## src/rtl/tone_pkg.sv

```systemverilog
// rtl/tone_pkg.sv - shared constants and state type for the tone generator
package tone_pkg;

  localparam int unsigned CLK_HZ_DEFAULT = 50_000_000;
  localparam int unsigned FREQ_W_DEFAULT = 16;
  localparam int unsigned DIV_W_DEFAULT  = 32;

  typedef enum logic [1:0] {
    IDLE   = 2'd0,
    DIVIDE = 2'd1,
    RUN    = 2'd2
  } tone_state_t;

endpackage

```

## src/rtl/tone_div.sv

```systemverilog
// rtl/tone_div.sv - sequential restoring divider, one quotient bit per cycle
module tone_div #(
  parameter int unsigned DIV_W = 32,
  parameter int unsigned DVS_W = 17
) (
  input  logic             clk,
  input  logic             reset,
  input  logic             start,
  input  logic [DIV_W-1:0] dividend,
  input  logic [DVS_W-1:0] divisor,
  output logic             done,
  output logic [DIV_W-1:0] quotient
);

  localparam int unsigned CNT_W = $clog2(DIV_W + 1);

  logic [DIV_W-1:0] dvd_q, dvd_d;
  logic [DVS_W-1:0] dvs_q, dvs_d;
  logic [DVS_W-1:0] rem_q, rem_d;
  logic [DIV_W-1:0] quot_q, quot_d;
  logic [CNT_W-1:0] cnt_q, cnt_d;
  logic             done_q, done_d;
  logic [DVS_W:0]   trial;

  // Shift the next dividend bit into the partial remainder and subtract when it fits
  always_comb begin
    dvd_d  = dvd_q;
    dvs_d  = dvs_q;
    rem_d  = rem_q;
    quot_d = quot_q;
    cnt_d  = cnt_q;
    done_d = 1'b0;
    trial  = {rem_q, dvd_q[DIV_W-1]};
    if (start) begin
      dvd_d  = dividend;
      dvs_d  = divisor;
      rem_d  = '0;
      quot_d = '0;
      cnt_d  = CNT_W'(DIV_W);
    end else if (cnt_q != '0) begin
      if (trial >= {1'b0, dvs_q}) begin
        rem_d  = DVS_W'(trial - {1'b0, dvs_q});
        quot_d = {quot_q[DIV_W-2:0], 1'b1};
      end else begin
        rem_d  = trial[DVS_W-1:0];
        quot_d = {quot_q[DIV_W-2:0], 1'b0};
      end
      dvd_d = {dvd_q[DIV_W-2:0], 1'b0};
      cnt_d = cnt_q - 1'b1;
      if (cnt_q == CNT_W'(1)) done_d = 1'b1;
    end
  end

  // Divider state registers; reset abandons any divide in flight
  always_ff @(posedge clk) begin
    if (reset) begin
      dvd_q  <= '0;
      dvs_q  <= '0;
      rem_q  <= '0;
      quot_q <= '0;
      cnt_q  <= '0;
      done_q <= 1'b0;
    end else begin
      dvd_q  <= dvd_d;
      dvs_q  <= dvs_d;
      rem_q  <= rem_d;
      quot_q <= quot_d;
      cnt_q  <= cnt_d;
      done_q <= done_d;
    end
  end

  assign done     = done_q;
  assign quotient = quot_q;

endmodule

```

## src/rtl/tone_gen.sv

```systemverilog
// rtl/tone_gen.sv - square-wave tone generator; TONE_GEN_EDGE_EN adds tone_edge output
module tone_gen
  import tone_pkg::*;
#(
  parameter int unsigned CLK_HZ = CLK_HZ_DEFAULT,
  parameter int unsigned FREQ_W = FREQ_W_DEFAULT,
  parameter int unsigned DIV_W  = DIV_W_DEFAULT
) (
  input  logic              clk,
  input  logic              reset,
  input  logic [FREQ_W-1:0] freq_in,
  input  logic              freq_valid,
  output logic              freq_ready,
  input  logic              enable,
  output logic              tone_out,
  output logic              busy,
`ifdef TONE_GEN_EDGE_EN
  output logic              tone_edge,
`endif
  output logic [DIV_W-1:0]  half_period
);

  localparam logic [DIV_W-1:0] DIVIDEND = DIV_W'(CLK_HZ);

  tone_state_t      state_q, state_d;
  logic             tone_q, tone_d;
  logic [DIV_W-1:0] cnt_q, cnt_d;
  logic [DIV_W-1:0] half_q, half_d;
  logic [DIV_W-1:0] pend_q, pend_d;
  logic             pend_v_q, pend_v_d;
  logic             from_run_q, from_run_d;
  logic             en_q, en_d;
  logic             busy_q, busy_d;
  logic             edge_q, edge_d;

  logic             accept, accept_zero, div_start, div_done, running;
  logic [DIV_W-1:0] quot, quot_clamped;

  assign accept       = freq_valid && (state_q != DIVIDE);
  assign accept_zero  = accept && (freq_in == '0);
  assign div_start    = accept && (freq_in != '0);
  assign quot_clamped = (quot == '0) ? DIV_W'(1) : quot;
  assign running      = (state_q == RUN) || ((state_q == DIVIDE) && from_run_q);

  tone_div #(
    .DIV_W (DIV_W),
    .DVS_W (FREQ_W + 1)
  ) u_div (
    .clk      (clk),
    .reset    (reset),
    .start    (div_start),
    .dividend (DIVIDEND),
    .divisor  ({freq_in, 1'b0}),
    .done     (div_done),
    .quotient (quot)
  );

  // State register
  always_ff @(posedge clk) begin
    if (reset) state_q <= IDLE;
    else       state_q <= state_d;
  end

  // Next-state: stop requests win, nonzero requests divide, divide completion runs
  always_comb begin
    state_d = state_q;
    if (accept_zero)                        state_d = IDLE;
    else if (div_start)                     state_d = DIVIDE;
    else if (state_q == DIVIDE && div_done) state_d = RUN;
  end

  // Tone datapath: gating, half-period counting, pending retune and divide results
  always_comb begin
    tone_d     = tone_q;
    cnt_d      = cnt_q;
    half_d     = half_q;
    pend_d     = pend_q;
    pend_v_d   = pend_v_q;
    from_run_d = from_run_q;
    en_d       = enable;
    if (accept_zero) begin
      tone_d   = 1'b0;
      cnt_d    = '0;
      half_d   = '0;
      pend_v_d = 1'b0;
    end else begin
      if (div_start) from_run_d = (state_q == RUN);
      if (running) begin
        if (!enable) begin
          tone_d = 1'b0;
          cnt_d  = '0;
        end else if (!en_q) begin
          tone_d = 1'b1;
          cnt_d  = '0;
        end else if (cnt_q == half_q - 1'b1) begin
          // A retune only takes effect here so the waveform never glitches
          tone_d = ~tone_q;
          cnt_d  = '0;
          if (pend_v_q) begin
            half_d   = pend_q;
            pend_v_d = 1'b0;
          end
        end else begin
          cnt_d = cnt_q + 1'b1;
        end
      end
      if (div_done && state_q == DIVIDE) begin
        if (from_run_q) begin
          pend_d   = quot_clamped;
          pend_v_d = 1'b1;
        end else begin
          half_d = quot_clamped;
          tone_d = enable;
          cnt_d  = '0;
        end
      end
    end
    busy_d = (state_d == DIVIDE);
    edge_d = tone_d && !tone_q;
  end

  // Datapath registers
  always_ff @(posedge clk) begin
    if (reset) begin
      tone_q     <= 1'b0;
      cnt_q      <= '0;
      half_q     <= '0;
      pend_q     <= '0;
      pend_v_q   <= 1'b0;
      from_run_q <= 1'b0;
      en_q       <= 1'b0;
      busy_q     <= 1'b0;
      edge_q     <= 1'b0;
    end else begin
      tone_q     <= tone_d;
      cnt_q      <= cnt_d;
      half_q     <= half_d;
      pend_q     <= pend_d;
      pend_v_q   <= pend_v_d;
      from_run_q <= from_run_d;
      en_q       <= en_d;
      busy_q     <= busy_d;
      edge_q     <= edge_d;
    end
  end

  // Output drive
  always_comb begin
    freq_ready  = (state_q != DIVIDE);
    busy        = busy_q;
    tone_out    = tone_q;
    half_period = half_q;
  end

`ifdef TONE_GEN_EDGE_EN
  assign tone_edge = edge_q;
`else
  logic unused_edge;
  assign unused_edge = edge_q;
`endif

endmodule

```

## config.mk

```make
export PLATFORM = sky130hd
export DESIGN_NAME = tone_gen
export DESIGN_NICKNAME = d
export VERILOG_FILES = /design/src/rtl/tone_pkg.sv /design/src/rtl/tone_div.sv /design/src/rtl/tone_gen.sv
export SDC_FILE = /design/constraint.sdc
export NUM_CORES = 1
export LEC_CHECK = 0
export BUFFER_PORTS_ARGS = -buffer_cell sky130_fd_sc_hd__buf_2
export CORE_UTILIZATION = 55
export CTS_CLUSTER_DIAMETER = 150
export DETAILED_ROUTE_END_ITERATION = 6
export GPL_TIMING_DRIVEN = 0
export PLACE_DENSITY_LB_ADDON = 0.2
export SYNTH_ARGS = -nofsm -noshare
export SYNTH_HDL_FRONTEND = slang
export SYNTH_SLANG_ARGS = --single-unit
```

## constraint.sdc

```tcl
create_clock -name clk -period 5.6 [get_ports clk]
set_clock_uncertainty 0.15 [all_clocks]
set_input_delay 0.84 -clock clk [delete_from_list [all_inputs] [get_ports clk]]
set_output_delay 0.84 -clock clk [all_outputs]
set_load 0.005 [all_outputs]
```

==> flow_summary_export.csv, run 1 <==
group,metric,value,unit
global_routing,grt_max_degree,21,
routing,num_vias,9433,
yosys,yosysWarnings,0,
yosys,ys_async_sr_fraction,0,%
global_routing,grt_pass1_vias,8857,
layout,final_cell_area,11200,sq um
floorplan,die_y,137,um
yosys,ys_ff_latch,200,
yosys,synth_top_area_share,39.8,%
yosys,synthDistinctLibCells,64,
yosys,synth.largest_area_cell,"dfxtp_1",
power_and_ir_drop,p_sw_share,36.4,%
power_and_ir_drop,comb_power_share,30.7,%
yosys,synthFlopType,"dfxtp_1",
setup_path,arrival,4870,ps
setup_path,crit_fanout,10,
power_and_ir_drop,p_leak,0.00409,uW
clock_network,cts_setup_buffers,0,
place,dp.cells,1554,
timing,hold_violations,0,
clock_network,hold_buffers,0,
setup_path,crit_type,"reg -> reg",
clock_network,clk_latency,440,ps
clock_network,clkTransAtPathRegs,80,ps
routing,drtIter0Drc,666,
clock_network,clockBufferDepth,2,
clock_network,cts_root_buf,"clkbuf_16",
yosys,syn_area_per_cell,7.91,sq um
power_and_ir_drop,clkPwrFrac,30.8,%
yosys,ys_seq_area_share,39.8,%
layout,drive_gt1_share,7.66,%
setup_path,required,5760,ps
routing,routed_wirelength,26.7,mm
global_routing,antenna_found_initial,0,
job,drv_cap,0,
power_and_ir_drop,power_frac_seq,38.5,%
timing,rsz0062_at_grt,"false",
timing,relSlewSlack,24.6,%
timing,setup_viol,0,
yosys,synth.area.top_cells,"dfxtp_1, nand2_1, a21oi_1",
timing,drv_slew,0,
floorplan,initial_core_util,55.9,%
power_and_ir_drop,total_power,4100,uW
power_and_ir_drop,ir_worst_vdd,0.343,mV
power_and_ir_drop,powerDensity,365,nW/um^2
layout,final_core_util,62.4,%
floorplan,ios,55,
setup_path,r2r_slack,880,ps
place,hpwlAfterDp,19.7,mm
status,outcome,"completed",
yosys,synth_nets,1313,
global_routing,grt_first_pass_wirelength,43.2,mm
floorplan,fp-row-count,49,
timing,setup_tns,0,ps
clock_network,h-tree-depth,4,
place,postPlaceCellArea,10600,sq um
place,gp_congestion,0.987,
routing,drc,0,
yosys,postSynthCellCount,1271,
timing,min_period_over_period,84.2,%
clock_network,cts_buffers,17,
global_routing,grt_overflow,0,
routing,drtAntennaViolNets,0,
clock_network,clkSinkCount,200,
routing,vias_per_cell,5.95,
floorplan,die-width,137,um
floorplan,die-area,18800,sq um
setup_path,endpoint_kind,"flip-flop",
layout,fin_nets,1386,
timing,finalCriticalPeriod,4720,ps
worst_hold_path,hp-class,"reg -> reg",
power_and_ir_drop,p_sw,1490,uW
place,io_buffers,54,
layout,diodes,0,
global_routing,grt_usage,29.4,%
power_and_ir_drop,p_int,2600,uW
setup_path,startpoint_type,"flip-flop",
routing,wl_per_cell,16.8,um
clock_network,cts_resized,0,
yosys,synth_edf_count,0,
timing,tightest_slew,1130,ps
yosys,syn-cell-area,10000,sq um
layout,area_growth_syn_to_layout,11.6,%
floorplan,coreArea,18000,sq um
timing,max_freq,0.212,GHz
clock_network,cts_tree,"yes",
layout,instances_no_fill,1586,
layout,filler_cell_count,1582,
routing,dr.pass1.iters,5,
==> kinds of logic after synthesis <==
logic type	count (synthesis)	synth area share, %
buffers and inverters	121	4.79
xor gates and xnor gates	55	4.79
and+or+nand+nor	533	25.0
AOI/OAI and AO/OA	297	18.5
adders and majority gates	22	2.81
muxes	43	4.28
DFF	200	39.8
==> state kept, by name, indices dropped and copies added (netlist names) <==
name / cells
busy: 1
cnt_q: 32
en_q: 1
from_run_q: 1
half_period: 32
pend_q: 32
pend_v_q: 1
state_q: 2
tone_out: 1
u_div.cnt_q: 6
u_div.done: 1
u_div.dvd_q: 25
u_div.dvs_q: 16
u_div.quotient: 32
u_div.rem_q: 17
==> layout make-up <==
class	instances	area (sq um)	share of cell area [%]
timing repair buffer	54	270	2.41
multi-input combinational	950	5560	49.6
tap	229	287	2.56
inverter	37	139	1.24
buffer	84	343	3.06
clock buffer	17	425	3.80
sequential	200	4000	35.7
clock inverter	15	179	1.60
==> synthesized netlist by cell type, types with 5 or more instances <==
master and count:
nand3_1 33, clkbuf_1 72, xnor2_1 35, dfxtp_1 200, and4_1 6, a31oi_1 29
nor2_1 83, nor2b_1 10, nand2b_1 12, or3_1 10, xor2_1 20, buf_1 5
o21ai_0 17, a211oi_1 44, o21a_1 9, nor4_1 28, and3_1 22, o211ai_1 9
nor3b_1 5, or4_1 5, a21oi_1 122, nand2_1 248, and2_1 5, mux2i_1 43
o41ai_1 5, nand4_1 20, o21ai_1 12, o311ai_0 5, inv_1 37, ha_1 21
o22ai_1 8, nor3_1 27
==> cells in the final DEF, fill, tap and decap left out, types with 29 or more instances in the layout <==
master / n
dfxtp_1: 200
a21oi_1: 122
nand2_1: 248
mux2i_1: 43
inv_1: 37
nand3_1: 33
buf_2: 58
a211oi_1: 44
clkbuf_1: 72
a31oi_1: 29
nor2_1: 83
xnor2_1: 35
==> layer usage <==
metal	global-route usage (%)	routed length (um)	vias to the layer above
li1	-	-	4663
met1	34.4	11400	4423
met2	51.0	12900	267
met3	5.19	1190	80
met4	15.6	1140	0
met5	0	0	-
==> path summary, 6_finish.rpt <==
kind / from / end / cells after the start
worst min-delay path: u_div.dvd_q[8] / u_div.dvd_q[8] / 2
worst max register to register: half_period[0] / cnt_q[7] / 12
worst max-delay path: half_period[0] / cnt_q[7] / 12
worst min register to register: u_div.dvd_q[8] / u_div.dvd_q[8] / 2
==> power by group through the flow <==
stage               Sequential, uW  Clock (uW)  Combinational [uW]
floorplan                     1590           0                 940
global placement              1610           0                1230
detailed placement            1610           0                1240
CTS                           1580        1270                1250
global route                  1590        1320                1410
finish                        1580        1260                1260
==> critical path: stages (launching register included) <==
cell,delay (ps)
dfxtp_1,410
inv_1,90
ha_1,220
nor4b_2,370
nand4_1,400
or4_1,580
o211ai_1,200
o31ai_1,130
a2111o_1,490
or3_1,420
nand2_1,410
clkbuf_1,510
o22ai_1,180
==> per-stage QoR <==
step / hold slack (ps) / setup WS (ps)
after detailed placement: 294 / 937
final: 304 / 884
after global placement: 290 / 966
after floorplan: 282 / 2080
after global routing: 321 / 562
after CTS: 304 / 917
Power figures use the tool's default switching activity.
==> inputs of run 2 (changes only) <==
clock period = 4.54 ns   (was 5.6 ns; I/O delays follow)
==> flow_summary_export.csv, run 2 (same netlist as run 1, synthesis figures left out) <==
group,metric,value,unit
layout,diodes,0,
power_and_ir_drop,p_leak,0.00411,uW
global_routing,grt_first_pass_wirelength,43.2,mm
setup_path,crit_fanout,10,
worst_hold_path,holdPathEnd,"u_div.dvd_q[8]",
routing,wl_per_cell,16.9,um
global_routing,grt_usage,29.4,%
floorplan,fp-row-count,49,
routing,routed_wirelength,26.8,mm
setup_path,r2r_cells,13,
timing,drv_slew,0,
worst_hold_path,hold_start,"u_div.dvd_q[8]",
timing,max_freq,0.232,GHz
layout,final_common_cell,"nand2_1",
clock_network,cts_tree,"yes",
routing,dr.pass1.iters,6,
place,gp_congestion,0.987,
job,drv_cap,0,
worst_hold_path,hp-class,"reg -> reg",
layout,multi_input_area,5580,sq um
clock_network,clockBufferDepth,2,
layout,final_cell_mix,"nand2_1, dfxtp_1, a21oi_1",
floorplan,ios,55,
setup_path,reg2reg_from,"half_period[0]",
setup_path,required,4710,ps
layout,seqCellArea,4000,sq um
layout,fin_nets,1388,
setup_path,reg2reg_to,"cnt_q[5]",
clock_network,h-tree-depth,4,
floorplan,die-area,18800,sq um
routing,vias_per_cell,5.95,
layout,filler_cell_count,1584,
floorplan,coreArea,18000,sq um
routing,drtAntennaViolNets,0,
clock_network,clk_latency,450,ps
worst_hold_path,holdPathStages,2,
layout,final_cell_area,11200,sq um
routing,num_vias,9452,
clock_network,clkSinkCount,200,
routing,drtIter0Drc,621,
global_routing,grt_overflow,0,
timing,min_period_over_period,94.9,%
power_and_ir_drop,powerDensity,451,nW/um^2
setup_path,endpoint_kind,"flip-flop",
setup_path,r2r_slack,230,ps
timing,hold_violations,0,
global_routing,antenna_found_initial,0,
timing,relSlewSlack,27.8,%
setup_path,crit_type,"reg -> reg",
floorplan,initial_core_util,55.9,%
setup_path,startpoint_type,"flip-flop",
floorplan,die_y,137,um
global_routing,grt_pass1_vias,8856,
place,postPlaceCellArea,10600,sq um
global_routing,grt_max_degree,21,
place,hpwlAfterDp,19.7,mm
layout,drive_gt1_share,7.95,%
timing,whs,305,ps
timing,tightest_slew,1080,ps
timing,rsz0062_at_grt,"false",
floorplan,die-width,137,um
setup_path,arrival,4480,ps
clock_network,cts_root_buf,"clkbuf_16",
layout,area_growth_syn_to_layout,11.9,%
timing,setup_viol,0,
power_and_ir_drop,ir_worst_vdd,0.426,mV
timing,finalCriticalPeriod,4310,ps
clock_network,cts_buffers,17,
setup_path,critPathLaunch,"half_period[0]",
status,outcome,"completed",
routing,drc,0,
clock_network,clkTransAtPathRegs,80,ps
place,io_buffers,54,
[run 2: changes by cell type in the layout (fill, tap and decap cells not counted), sizes merged]
cell and delta:
buf +2
[run 2: layout make-up]
cell class / instances / share of cell area [%]
multi-input combinational: 950 / 49.6
clock inverter: 15 / 1.59
tap: 229 / 2.55
inverter: 37 / 1.24
buffer: 84 / 3.06
clock buffer: 17 / 3.78
sequential: 200 / 35.6
timing repair buffer: 56 / 2.54
[run 2: worst max path at each step]
stage,endpoint
after floorplan,cnt_q[30]
after global placement,cnt_q[9]
after detailed placement,cnt_q[7]
after CTS,cnt_q[7]
after global routing,cnt_q[5]
final,cnt_q[5]
[run 2: power by group]
part / total, uW / switching (uW) / leakage, uW / internal, uW
logic: 1570 / 1000 / 0.00221 / 569
clock network: 1550 / 761 / 0.000285 / 790
registers: 1950 / 84.6 / 0.00162 / 1860
[run 2: per-stage QoR]
step | std cells | util, % | TNS (ps) | setup WS [ps] | power, uW
floorplan | 1271 | - | 0 | 1020 | 3120
global placement | 1554 | 59.0 | -716 | -94.3 | 3500
detailed placement | 1554 | 59.0 | -978 | -123 | 3510
CTS | 1586 | 62.4 | 0 | 73.0 | 5050
global route | 1588 | 62.6 | 0 | 28.5 | 5330
finish | 1588 | 62.6 | 0 | 232 | 5070
[run 2: timing repair]
action | in CTS | in global routing
pin swaps | 0 | 1
setup endpoints to repair | 10 | 58
hold buffers | 0 | 0
gates resized for setup | 1 | 2
setup buffers | 0 | 2
[run 2: worst max-delay path, cell delays in order (launching register included)]
cell and delay, ps:
dfxtp_1 420, inv_1 100, ha_1 240, nor4b_4 310, nand4_1 150, buf_4 200, or4_1 480, o211ai_1 200
o31ai_1 130, a2111o_1 490, or3_1 420, nand2_1 380, clkbuf_2 360, o22ai_1 140
[run 2: layer usage]
| metal | global-route usage, % | vias to the layer above | wire length, um |
|---|---|---|---|
| met5 | 0 | - | 0 |
| met4 | 15.4 | 0 | 1030 |
| met3 | 5.19 | 72 | 1190 |
| met2 | 51.1 | 278 | 13100 |
| met1 | 34.4 | 4435 | 11500 |
| li1 | - | 4667 | - |
